--- src/rtl/tx_spi_fifo.sv ---
// Buffers words from an SPI slave into a first-word-fall-through FIFO for a packet framer.
// Latency: a strobe rising edge writes the same cycle; the word is visible on fr_* the next cycle.
// Backpressure: spi_data_request throttles the SPI master; a push into a full FIFO is dropped (overrun).
// Optional build macro TX_JABBER_EN adds a per-packet cycle limit that sets jabber and flushes.
module tx_spi_fifo #(
  parameter int DATA_W     = 8,
  parameter int DEPTH      = 4,
  parameter int JABBER_MAX = 1048575
) (
  input  logic                     clk,
  input  logic                     reset,
  input  logic [15:0]              spi_data,
  input  logic                     spi_data_strobe,
  output logic                     spi_data_request,
  input  logic                     go,
  input  logic                     abort,
  output logic [DATA_W-1:0]        fr_data,
  output logic                     fr_eop,
  output logic                     fr_valid,
  input  logic                     fr_ready,
  output logic [$clog2(DEPTH):0]   level,
  output logic                     overrun,
  output logic                     underrun,
  output logic                     jabber
);

  localparam int PTR_W = $clog2(DEPTH);
  localparam int LVL_W = PTR_W + 1;
  localparam logic [LVL_W-1:0] FULL_LVL = LVL_W'(DEPTH);
  localparam logic [LVL_W-1:0] REQ_LVL  = LVL_W'(DEPTH - 1);

  typedef enum logic [1:0] {S_IDLE, S_FILL, S_DRAIN} state_t;

  state_t             state_q, state_d;
  logic               strobe_q;
  logic [PTR_W-1:0]   wr_ptr_q, wr_ptr_d, rd_ptr_q, rd_ptr_d;
  logic [LVL_W-1:0]   level_q, level_d;
  logic               req_q, req_d;
  logic               overrun_q, overrun_d;
  logic               underrun_q, underrun_d;
  logic [DATA_W:0]    mem_q [DEPTH];

  logic strobe_edge, data_edge, full, pop, push, kill, go_acc, jab_hit;

  // Bits above the payload width are don't-care for narrow builds.
  logic unused_spi_bits;
  assign unused_spi_bits = &{1'b0, spi_data[13:0]};

  assign strobe_edge = spi_data_strobe & ~strobe_q;
  assign data_edge   = strobe_edge & spi_data[14];
  assign fr_valid    = (level_q != '0);
  assign full        = (level_q == FULL_LVL);
  assign pop         = fr_valid & fr_ready;
  // Abort (or a jabber timeout) wins over every other input this cycle.
  assign kill        = abort | jab_hit;
  // A simultaneous pop frees the slot, so a full FIFO can still accept.
  assign push        = data_edge & (~full | pop) & ~kill;
  assign go_acc      = (state_q == S_IDLE) & go & ~kill;

  assign fr_data          = mem_q[rd_ptr_q][DATA_W-1:0];
  assign fr_eop           = mem_q[rd_ptr_q][DATA_W];
  assign level            = level_q;
  assign spi_data_request = req_q;
  assign overrun          = overrun_q;
  assign underrun         = underrun_q;

`ifdef TX_JABBER_EN
  localparam int CNT_W = $clog2(JABBER_MAX + 1);
  localparam logic [CNT_W-1:0] CNT_LAST = CNT_W'(JABBER_MAX - 1);

  logic [CNT_W-1:0] jcnt_q, jcnt_d;
  logic             jabber_q, jabber_d;
  logic             busy;

  assign busy    = (state_q != S_IDLE);
  // The counter becomes JABBER_MAX on this edge: time is up for the packet.
  assign jab_hit = busy & (jcnt_q == CNT_LAST);
  assign jabber  = jabber_q;

  // Packet-duration counter and its sticky flag.
  always_comb begin
    jcnt_d   = jcnt_q;
    jabber_d = jabber_q;
    if (go_acc) begin
      jcnt_d   = '0;
      jabber_d = 1'b0;
    end else if (jab_hit) begin
      jcnt_d   = '0;
      jabber_d = 1'b1;
    end else if (busy) begin
      jcnt_d   = jcnt_q + CNT_W'(1);
    end
  end

  // Jabber registers.
  always_ff @(posedge clk or posedge reset) begin
    if (reset) begin
      jcnt_q   <= '0;
      jabber_q <= 1'b0;
    end else begin
      jcnt_q   <= jcnt_d;
      jabber_q <= jabber_d;
    end
  end
`else
  assign jab_hit = 1'b0;
  assign jabber  = 1'b0;
`endif

  // Next-state: FIFO pointers/level, packet FSM, request and sticky flags.
  always_comb begin
    state_d    = state_q;
    wr_ptr_d   = wr_ptr_q;
    rd_ptr_d   = rd_ptr_q;
    level_d    = level_q;
    overrun_d  = overrun_q;
    underrun_d = underrun_q;

    if (push) wr_ptr_d = wr_ptr_q + PTR_W'(1);
    if (pop)  rd_ptr_d = rd_ptr_q + PTR_W'(1);
    if (push && !pop)      level_d = level_q + LVL_W'(1);
    else if (pop && !push) level_d = level_q - LVL_W'(1);

    if (data_edge && full && !pop && !kill) overrun_d = 1'b1;
    if (fr_ready && !fr_valid && state_q == S_FILL) underrun_d = 1'b1;

    case (state_q)
      S_IDLE:  if (go_acc) begin
                 state_d    = S_FILL;
                 overrun_d  = 1'b0;
                 underrun_d = 1'b0;
               end
      S_FILL:  if (strobe_edge && spi_data[15]) state_d = S_DRAIN;
      S_DRAIN: if (level_q == '0) state_d = S_IDLE;
      default: state_d = S_IDLE;
    endcase

    if (kill) begin
      state_d  = S_IDLE;
      wr_ptr_d = '0;
      rd_ptr_d = '0;
      level_d  = '0;
    end

    req_d = (state_d == S_FILL) && (level_d < REQ_LVL);
  end

  // Control state registers.
  always_ff @(posedge clk or posedge reset) begin
    if (reset) begin
      state_q    <= S_IDLE;
      strobe_q   <= 1'b0;
      wr_ptr_q   <= '0;
      rd_ptr_q   <= '0;
      level_q    <= '0;
      req_q      <= 1'b0;
      overrun_q  <= 1'b0;
      underrun_q <= 1'b0;
    end else begin
      state_q    <= state_d;
      strobe_q   <= spi_data_strobe;
      wr_ptr_q   <= wr_ptr_d;
      rd_ptr_q   <= rd_ptr_d;
      level_q    <= level_d;
      req_q      <= req_d;
      overrun_q  <= overrun_d;
      underrun_q <= underrun_d;
    end
  end

  // Storage array; contents are qualified by level, so no reset is needed.
  always_ff @(posedge clk) begin
    if (push) mem_q[wr_ptr_q] <= {spi_data[15], spi_data[DATA_W-1:0]};
  end

endmodule

--- config.mk ---
export PLATFORM = sky130hd
export DESIGN_NAME = tx_spi_fifo
export DESIGN_NICKNAME = d
export VERILOG_FILES = /design/src/rtl/tx_spi_fifo.sv
export SDC_FILE = /design/constraint.sdc
export NUM_CORES = 1
export LEC_CHECK = 0
export ABC_AREA = 1
export BUFFER_PORTS_ARGS = -buffer_cell sky130_fd_sc_hd__buf_2
export CAP_MARGIN = 20
export CORE_ASPECT_RATIO = 0.6
export CORE_MARGIN = 3
export CORE_UTILIZATION = 40
export DETAILED_ROUTE_END_ITERATION = 16
export GPL_TIMING_DRIVEN = 0
export PLACE_DENSITY = 0.64
export SYNTH_ARGS = -nofsm -noshare
export SYNTH_HDL_FRONTEND = slang
export SYNTH_SLANG_ARGS = --single-unit
--- constraint.sdc ---
create_clock -name clk -period 2.4 [get_ports clk]
set_input_delay 0.36 -clock clk [delete_from_list [all_inputs] [get_ports clk]]
set_output_delay 0.36 -clock clk [all_outputs]
set_load 0.02 [all_outputs]
Yosys cells after proc, flatten, opt, wreduce, memory -nomap -nowiden:

Memories as Yosys holds them, arrays and structs flattened.
Index checks and enable logic that the tools add are counted.

* reductions and logical operators: 18
* $mul: 0
* mux-type cells: 20
* eq/ne operators: 4
* div/mod/pow operators: 0
* shifts and indexed selects: 0
* order comparisons: 1
* bitwise operators: 11
* $add $sub $neg: 4

Operator list (number)
* two-way mux 2 bit: 8
* logical AND 1 bit: 9
* two-way mux 3 bit: 3
* two-way mux 1 bit: 8
* bitwise AND 1 bit: 7
* one-hot mux 2 bit (3 select lines): 1
* adder 2 x 1 -> 2 bit (second input constant): 2
* == test 2 x 1 -> 1 bit (second input constant): 2
* zero test 1 bit: 4
* nonzero test 2 bit: 2
* adder 3 x 1 -> 3 bit (second input constant): 1
* == test 3 bit (second input constant): 1
* zero test 3 bit: 1
* less-than comparator 3 x 2 -> 1 bit (second input constant): 1
* inverter 1 bit: 3
* nonzero test 3 bit: 1
* subtractor 3 x 1 -> 3 bit (second input constant): 1
* == test 2 bit (second input constant): 1
* zero test 2 bit: 1
* bitwise OR 1 bit: 1

* register bits: 13
* memory bits (writable): 36
* output and inout bits: 17
* word-level logic and storage cells: 67
* bits in latches: 0
* bits in read-only memories: 0
* memories: 1
* bits of input ports: 22

Memories
* mem_q: depth 4, width 9, rd ports 1, clocked after Yosys merged registers in 0, wr ports 1, line 41 `logic [DATA_W:0] mem_q [DEPTH];`

Logic depth before layout (Yosys ltp):

* word-level depth: 12
* mapped depth: 12
* mapped depth without buffers: 12

Worst setup path after synthesis:

Ideal clock, no wire load.

* path type: flip-flop to flip-flop
* from: register level_q[0] (netlist: level[0])
* to: memory mem_q[0][0] (netlist bit), enable pin
* buffers on the path: 0
* clock period less this slack: 1.910 ns
* slack: 0.490 ns
* required time: 2.026 ns
* arrival: 1.536 ns
* cell stages (with the launch flop): 6
* setup time: 0.374 ns
* path through: dfrtp_1 inv_1 ha_1 nand3_1 nand2_1 nor2_1

* cells in the longest elaborated chain, start to end: 7
* elaborated cells between the ends (all ways): 9
* classes of those cells: 1 x eq/ne; 2 x mux; 5 x bitwise; 1 x reduce/logical

RTL lines
* start, declared: line 37 `logic [LVL_W-1:0] level_q, level_d;`
* start signal, assigned: line 164 `level_q <= level_d;`
* nonzero test 3 bit / == test 3 bit (equally long branches): line 51, 52
* bitwise AND 1 bit / inverter 1 bit (equally long branches): line 53, 57
* bitwise OR 1 bit *: line 57 `assign push = data_edge & (~full | pop) & ~kill;`
* bitwise AND 1 bit * (2 in series): line 57
* two-way mux 1 bit *: line 173 `if (push) mem_q[wr_ptr_q] <= {spi_data[15], spi_data[DATA_W-1:0]};`
* two-way mux 1 bit (implied by the code) *: line 173
* end, declared: line 41

Mark *: on every way between the ends. The rest lies on a longest branch, timed or not.

Final worst setup path:

* from: register level_q[0] (netlist: level[0])
* to: memory mem_q[0][4] (netlist bit), enable pin

Same word-level chain as after synthesis.

==> impl_metrics.ini <==
[detailed_routing]
dr.first_iter.drc_count = 99
drcViolationCount = 0
route.vias.total = 1430
routed_wirelength_mm = 4.27
detailedRoute.firstPassIterationCount = 4
routed_wirelength_normalized_by_instance_count_um = 14.7
antenna_violating_nets_remaining = 0
route.detailed.vias_per_inst = 4.91

[place]
gp_routability_congestion = 0.828
dpl-instance-area_um2 = 2390
dp_worst_setup_slack_ns = 0.239
buffer_ports.inserted = 31
detailedPlacementHpwl_mm = 3.00

[clock_tree]
cts.repair_timing.setup_buffer_count = 0
clk_transition_reported_paths_ns = 0.09
cts_root_buf = sky130_fd_sc_hd__clkbuf_8
cts_buffers = 5
cts_htree_levels = 2
cts.hold.buffers_added = 0
cts_buffer_depth = 2
cts_repair_resize_count = 0
insertion_delay_ns = 0.30
clkSinkCount = 49
tritoncts = done

[synth]
yosysUniqueCellTypes = 25
yosysWarningCount = 0
sequential_area_share_after_synthesis_pct = 65.3
ys_ff_latch = 49
syn-instance-count = 189
synth_area_um2 = 2150
synthesis.area_per_instance_um2 = 11.4
mappedNetlistNets = 218

[finish]
final_net_count = 256
fill_cells = 446
fin_area_um2 = 2480
antenna_cells = 0
final_layout_size_suffix_gt1_share_pct = 24.1
syn2layout_area_growth_pct = 15.2

[sta]
drv_slew = 0
worst_clock_skew_ns = 0.00697
tightest_slew_ns = 0.958
finalCritPeriodShare_pct = 92.9
hold_viol = 0
finalWorstSetupSlack_ns = 0.171
grt_setup_unrepaired = false
finalSetupViolCount = 0
timing.final.crit_period_ns = 2.23
final_hold_slack_ns = 0.0726
fmax_ghz = 0.449
slew_headroom_pct = 35.9
setup_tns_ns = 0

[global_routing]
grt_pass1_vias = 1368
grt_max_degree = 16
gr-total-overflow = 0
grt_antenna_before_repair = 0
global_route_wire_length_before_repair_mm = 6.93
gr-usage-all-layers_pct = 14.4

[floorplanning]
core.rowCount = 19
die_width_um = 101
io_pins = 39
die_area_um2 = 6330
core-area_um2 = 4870
height_of_the_die_um = 62.8
initial_core_util_pct = 44.2

[pwr]
pwr_per_cell_area_nw_per_um2 = 817
power_frac_seq_pct = 48.1
p_clk_share_pct = 24.5
totalPowerFinal_mw = 2.03
power.leakage_nw = 1.05
worst_ir_drop_vdd_v = 0.000335
power.combinational.fraction_pct = 27.4
p_int_mw = 1.36
net-switching-power_mw = 0.663
p_sw_share_pct = 32.7

[critical_path]
worst_path_dominant_cell_family = simple AND/OR/NAND/NOR gates
timing.critical_path.fanout_max = 9
timing.critical_path.cells = inv_1 -> ha_1 -> nand3_1 -> nand2_1 -> nor2_1
max_stage_delay_ns = 0.74
crit_path_start_kind = flop
cp.buffers_inverters = 1
required_ns = 2.33
cpMaxStageDelayCell = sky130_fd_sc_hd__nor2_1
worstSetupPathType = reg -> reg
cp-end-kind = flop
worst_ep_arrival_time_ns = 2.16

[job]
maxCapViolations = 0

[min_path]
hold_class = in -> async

[run_status]
run_status = finished clean
==> cells in the mapped netlist, drive strengths merged <==
cell type | n | area share [%]
o22ai | 9 | 2.6
buf | 3 | 0.81
xor2 | 1 | 0.41
clkbuf | 2 | 0.35
a21oi | 2 | 0.47
conb | 1 | 0.17
edfxtp | 36 | 50
nand4 | 2 | 0.87
a31oi | 1 | 0.29
nand2 | 16 | 3.8
nor2 | 34 | 6.3
ha | 7 | 4.1
dfrtp | 13 | 15
xnor2 | 2 | 0.81
clkinv | 3 | 0.76
nand3 | 13 | 4.0
o21ai | 22 | 5.1
inv | 22 | 3.8
==> registers in the layout, indices dropped and copies added, names as in the netlist <==
name,cells
level,3
mem_q,36
overrun,1
rd_ptr_q,2
spi_data_request,1
state_q,2
strobe_q,1
underrun,1
wr_ptr_q,2
==> final timing paths <==
kind	from	end	slack [ns]	depth (start not counted)
setup reg to reg	level[0]	mem_q[0][4]	0.17	5
hold / removal	reset	level[0]	0.07	2
hold reg to reg	underrun	underrun	0.51	2
max in group asynchronous	reset	rd_ptr_q[0]	1.98	2
setup / recovery	level[0]	mem_q[0][4]	0.17	5
min in group clk	spi_data_strobe	strobe_q	0.23	1
==> worst reg2reg max path, cell delays in order, from the launching register on <==
cell and delay (ns):
sky130_fd_sc_hd__dfrtp_1 0.40, sky130_fd_sc_hd__inv_1 0.09, sky130_fd_sc_hd__ha_1 0.26, sky130_fd_sc_hd__nand3_1 0.21, sky130_fd_sc_hd__nand2_1 0.14, sky130_fd_sc_hd__nor2_1 0.74
==> through the flow <==
| stage | instances | util (%) |
|---|---|---|
| after global placement | 283 | 49.0 |
| after global routing | 291 | 50.9 |
| after detailed placement | 283 | 49.0 |
| after floorplan | 189 | - |
| final | 291 | 50.9 |
| after CTS | 291 | 50.9 |
==> power by group through the flow <==
| stage | Combinational [mW] | Sequential, mW | Clock [mW] |
|---|---|---|---|
| 2_1_floorplan | 0.356 | 1.02 | 0 |
| 3_3_place_gp | 0.551 | 0.993 | 0 |
| 3_5_place_dp | 0.555 | 0.994 | 0 |
| 4_1_cts | 0.558 | 0.975 | 0.512 |
| 5_1_grt | 0.620 | 0.982 | 0.539 |
| 6_report | 0.554 | 0.974 | 0.497 |
==> cells by family (layout without fill, tap and decap cells) <==
logic type | after synthesis | after routing | synth area share, %
flops | 49 | 49 | 65.3
fa+ha+maj | 7 | 7 | 4.07
xor+xnor | 3 | 3 | 1.22
simple gates | 65 | 65 | 14.9
buf+inv | 30 | 69 | 5.76
other cells | 1 | 1 | 0.174
compound gates | 34 | 34 | 8.49
==> final cells by class <==
cell class,instances,area (µm²),area share (%)
multi-input cells,110,622,25.1
clock buffers,7,86.3,3.48
flip-flops and latches,49,1410,56.7
plain buffers,5,25.0,1.01
inverters,25,98.8,3.99
clock inverters,1,7.51,0.303
repair buffers,31,155,6.26
well taps,63,78.8,3.18
==> metal layers <==
metal	global-route usage (%)	share of wire, %	up-vias
met5	0	0	-
met4	5.04	1.5	0
met3	4.46	4.8	7
met2	19.1	41	29
met1	21.9	53	679
li1	-	-	715
==> cells in the final DEF (no fill, tap or decap), drive strengths merged <==
cell,Yosys,routed
a21oi,2,2
a31oi,1,1
buf,3,34
clkbuf,2,9
clkinv,3,3
clkinvlp,0,1
conb,1,1
dfrtp,13,13
edfxtp,36,36
ha,7,7
inv,22,22
nand2,16,16
nand3,13,13
nand4,2,2
nor2,34,34
o21ai,22,22
o22ai,9,9
xnor2,2,2
xor2,1,1
No activity file was read; power rests on OpenSTA's default activity.
